--- config.mk ---
export PLATFORM = sky130hd
export DESIGN_NAME = otf_quo_conv4
export DESIGN_NICKNAME = d
export VERILOG_FILES = /design/src/rtl/otf_quo_conv4.sv
export SDC_FILE = /design/constraint.sdc
export NUM_CORES = 1
export LEC_CHECK = 0
export CAP_MARGIN = 5
export CORE_MARGIN = 10
export CORE_UTILIZATION = 40
export CTS_CLUSTER_DIAMETER = 40
export CTS_CLUSTER_SIZE = 16
export DETAILED_ROUTE_END_ITERATION = 6
export PLACE_DENSITY_LB_ADDON = 0.12
export SLEW_MARGIN = 20
export SYNTH_ARGS = -nofsm -noshare
export SYNTH_HDL_FRONTEND = slang
export SYNTH_SLANG_ARGS = --single-unit
--- constraint.sdc ---
create_clock -name clk -period 2 [get_ports clk]
set_input_delay 0.4 -clock clk [delete_from_list [all_inputs] [get_ports clk]]
set_output_delay 0.4 -clock clk [all_outputs]
set_load 0.02 [all_outputs]
--- src/rtl/otf_quo_conv4.sv ---
// otf_quo_conv4 - radix-4 on-the-fly quotient converter for the SRT divider.
//
// Takes one signed radix-4 digit per accepted cycle and keeps two running
// registers, Q and QM = Q - 1 ulp. Each new digit only appends two bits to
// one of them, so no carry-propagate adder sits in the digit path.
//
// Optional feature macro: OTF_REM_CORR_EN. When it is defined, rem_neg is
// captured with the last digit and selects QM as the result, which corrects
// the quotient for a negative final remainder. When it is undefined, rem_neg
// is ignored and the result is always Q.
//
// Ports:
//   clk       rising-edge clock
//   reset     asynchronous active-high reset
//   start     one-cycle pulse; (re)starts a conversion, also aborts one
//   qj_valid  qj carries a digit this cycle
//   qj        one-hot digit: [3]=+2 [2]=+1 [1]=-1 [0]=-2, 0000 = 0
//   rem_neg   final remainder is negative (sampled with the last digit)
//   busy      conversion in progress
//   done      one-cycle pulse, quotient is final
//   quotient  two's-complement quotient, 2*NDIG bits
//   q_err     sticky: an illegal qj code was seen since the last start
module otf_quo_conv4 #(
  parameter int NDIG = 8
) (
  input  logic              clk,
  input  logic              reset,
  input  logic              start,
  input  logic              qj_valid,
  input  logic [3:0]        qj,
  input  logic              rem_neg,
  output logic              busy,
  output logic              done,
  output logic [2*NDIG-1:0] quotient,
  output logic              q_err
);

  localparam int W  = 2 * NDIG;
  localparam int CW = $clog2(NDIG + 1);

  typedef enum logic [1:0] {IDLE, CONV, DONE} state_t;

  state_t         state, state_n;
  logic [W-1:0]   q_r, qm_r;
  logic [CW-1:0]  cnt;
  logic           err_r;

  logic           accept, last, illegal;
  logic           q_src_qm, qm_src_qm;  // 1: take the QM register as the base
  logic [1:0]     q_app, qm_app;

  // A digit is taken only in CONV; start has priority over a same-cycle digit.
  assign accept  = (state == CONV) && qj_valid && !start;
  assign last    = (cnt == CW'(NDIG - 1));
  // More than one bit set in the one-hot code.
  assign illegal = (qj & (qj - 4'd1)) != 4'd0;

  // Digit decode. Q takes {Q, q} for q >= 0 and {QM, 4+q} for q < 0;
  // QM takes {Q, q-1} for q > 0 and {QM, 3+q} for q <= 0.
  // Zero and illegal codes both fall through to the q = 0 case.
  always_comb begin
    q_src_qm  = 1'b0;
    q_app     = 2'b00;
    qm_src_qm = 1'b1;
    qm_app    = 2'b11;
    case (qj)
      4'b1000: begin q_app = 2'b10; qm_src_qm = 1'b0; qm_app = 2'b01; end
      4'b0100: begin q_app = 2'b01; qm_src_qm = 1'b0; qm_app = 2'b00; end
      4'b0010: begin q_src_qm = 1'b1; q_app = 2'b11; qm_app = 2'b10; end
      4'b0001: begin q_src_qm = 1'b1; q_app = 2'b10; qm_app = 2'b01; end
      default: ;
    endcase
  end

  always_ff @(posedge clk or posedge reset) begin
    if (reset) state <= IDLE;
    else       state <= state_n;
  end

  always_comb begin
    state_n = state;
    if (start) begin
      state_n = CONV;
    end else begin
      case (state)
        CONV:    if (accept && last) state_n = DONE;
        DONE:    state_n = IDLE;
        default: state_n = IDLE;
      endcase
    end
  end

  always_ff @(posedge clk or posedge reset) begin
    if (reset) begin
      q_r   <= '0;
      qm_r  <= '0;
      cnt   <= '0;
      err_r <= 1'b0;
    end else if (start) begin
      q_r   <= '0;
      qm_r  <= '1;
      cnt   <= '0;
      err_r <= 1'b0;
    end else if (accept) begin
      q_r   <= {(q_src_qm  ? qm_r[W-3:0] : q_r[W-3:0]), q_app};
      qm_r  <= {(qm_src_qm ? qm_r[W-3:0] : q_r[W-3:0]), qm_app};
      cnt   <= cnt + CW'(1);
      err_r <= err_r | illegal;
    end
  end

`ifdef OTF_REM_CORR_EN
  logic rem_r;

  always_ff @(posedge clk or posedge reset) begin
    if (reset)                rem_r <= 1'b0;
    else if (start)           rem_r <= 1'b0;
    else if (accept && last)  rem_r <= rem_neg;
  end

  assign quotient = rem_r ? qm_r : q_r;
`else
  logic unused_rem_neg;
  assign unused_rem_neg = rem_neg;
  assign quotient = q_r;
`endif

  assign busy  = (state == CONV);
  assign done  = (state == DONE);
  assign q_err = err_r;

endmodule
==> impl_metrics.yaml <==
cts:
  cts_root_buf: "clkbuf_8"
  clkSinkCount: 37
  postCtsSetupBuffers: 0
  cts_tree: "built"
  clk_latency_ps: 290
  clk_pin_slew_ps: 70
  cts_inserted_buffers: 5
  cts.repair.resized: 0
  htree_levels: 2
  cts_buffer_depth: 2
  hold_buffers: 0
min_path:
  hold_class: "reg -> reg"
yosys:
  synth_top_area_share: 0.444
  synthAdderAreaFrac: 0.0108
  synth-main-ff-cell: "dfrtp_1"
  syn_area_um2: 2080
  synthArstFlopShare: 1.00
  yosysWarnings: 0
  synth_edf_count: 0
  yosysSeqAreaShare: 0.444
  synth_top_family_by_area: "compound AO/OA/AOI/OAI gates"
  synth-simple-area-share: 0.188
  yosysTopAreaCell: "dfrtp_1"
  synthMuxAreaShare: 0
  ys_ff_latch: 37
  synth.avg_cell_area_um2: 9.97
  synth_area_leaders: "dfrtp_1, o221ai_2, nand4_1"
  synth-xor-area-share: 0.0456
  postSynthCellCount: 209
  synth-compound-area-share: 0.203
  synth_cell_type_count: 43
  syn_nets: 219
floorplanning:
  start_util: 0.411
  die_h_um: 92.2
  die_area_um2: 8500
  ios: 28
  die_x_um: 92.2
  core_um2: 5070
  fp-row-count: 26
route:
  drtPass1Iterations: 4
  drc_errors: 0
  vias: 1727
  wl_per_cell_um: 16.5
  drtAntennaViolNets: 0
  viasPerCell: 5.61
  drt-total-wl_um: 5080
  first_iter_violations: 83
final_layout:
  layout_common_cells: "dfrtp_1, clkdlybuf4s50_1, inv_1, nand2_1, buf_4"
  drive_above_1_share: 0.172
  final_nets: 247
  area_delta_synth_final_pct: 20.2
  layout_commonest_cell: "dfrtp_1"
  nFillCells: 493
  finalNonFillerCells: 308
  antennaDiodeCount: 0
sta:
  setup_tns_ps: 0
  setup_viol: 0
  finalCritPeriodShare: 0.922
  max_clock_freq_ghz: 0.542
  rsz0062_at_grt: "false"
  hold_violations: 0
  maxSlewHeadroom: 0.684
  maxSlewViolCount: 0
  fin_skew_ps: 3.03
  tightestPinTransition_ps: 473
  fin_crit_ps: 1840
flow_run:
  maxCapViolations: 0
worst_setup_path:
  slowest_delay_ps: 610
  crit_path_end_kind: "output port"
  start_kind: "flop"
  cp.required_ps: 1600
  cp.arrival_ps: 1440
  criticalPathCategory: "reg -> out"
  cp_top_family: "buffers and inverters"
  cpMaxStageDelayCell: "clkdlybuf4s50_1"
  worst-path-buf-inv: 1
  crit_fanout: 6
  crit_path_cell_trace: "nor2b_1, clkdlybuf4s50_1"
power_and_ir_drop:
  peakVddDrop_v: 0.000309
  cellLeakagePower_nw: 0.884
  powerDensity_nw_per_um2: 644
placement:
  dp_hpwl_um: 3490
  numPortBuffers: 26
  post-place-cells: 300
  gp_congestion: 0.813
global_routing:
  grt_antenna_before_repair: 0
  grt_pass1_vias: 1787
  overflow: 0
  grt_pass1_wl_um: 8600
  grt_max_degree: 38
  grt_usage: 0.124
status:
  outcome: "finished, final reports clean"
[cells in the mapped netlist (4+ instances only)]
| cell | number |
|---|---|
| o21ai_1 | 6 |
| a31oi_1 | 12 |
| nand3_1 | 13 |
| dfrtp_1 | 37 |
| nand4_1 | 14 |
| o221ai_1 | 5 |
| buf_6 | 4 |
| nand2_1 | 16 |
| o21ai_0 | 10 |
| nor2_1 | 4 |
| buf_2 | 6 |
| buf_4 | 7 |
| nor3_1 | 13 |
| o221ai_2 | 10 |
| inv_1 | 16 |
[metrics by stage]
stage	instance area [µm²]	hold WS [ps]	total power [mW]	setup slack (ps)	util
floorplan	2080	491	1.02	688	-
global placement	2420	519	1.12	117	0.477
detailed placement	2420	526	1.12	87.5	0.477
CTS	2500	536	1.64	14.3	0.493
global route	2500	572	1.69	95.0	0.494
finish	2500	524	1.61	156	0.494
[per-layer routing]
metal / vias up / GRT usage / share of wire
met4: 0 / 0.0604 / 0.015
met3: 6 / 0.0399 / 0.075
met5: - / 0 / 0
li1: 819 / - / -
met2: 56 / 0.202 / 0.51
met1: 846 / 0.145 / 0.40
[cells by family (layout without fill, tap and decap cells)]
logic type	Yosys count	in the layout
simple gates	73	73
compound gates	52	52
buf+inv	38	67
flops	37	37
xor+xnor	7	7
fa+ha+maj	2	2
[final cells by class]
class                      instances  area [µm²]  area share
timing repair buffer              43         415       0.166
clock buffer                       6        72.6      0.0290
inverter                          16        60.1      0.0240
clock inverter                     2        10.0     0.00400
multi-input combinational        134         933       0.373
tap                               70        87.6      0.0350
sequential                        37         926       0.370
[worst register-to-register path: stages, from the launching register on]
cell,delay (ps)
dfrtp_1,420
and4bb_2,450
buf_4,260
nand2_1,90
o221ai_2,130
[registers in the layout, indices dropped and copies added (netlist names)]
name      flops
qm_r         14
q_err         1
cnt           4
state         2
quotient     16
[worst paths after layout]
kind / cells after the start / slack, ps / endpoint / from
setup / recovery: 2 / 160 / done / state[0]
hold / removal: 2 / 520 / q_err / q_err
setup reg to reg: 4 / 580 / quotient[10] / state[1]
hold reg to reg: 2 / 520 / q_err / q_err
max in group asynchronous: 3 / 1140 / qm_r[7] / reset
min in group asynchronous: 3 / 530 / quotient[13] / reset
[power breakdown]
group          switching (mW)  internal [mW]  total (mW)
clock network           0.265          0.241       0.506
logic                   0.174          0.122       0.296
registers              0.0297          0.780       0.810
total                   0.469           1.14        1.61
(Power assumes the default switching activity.)
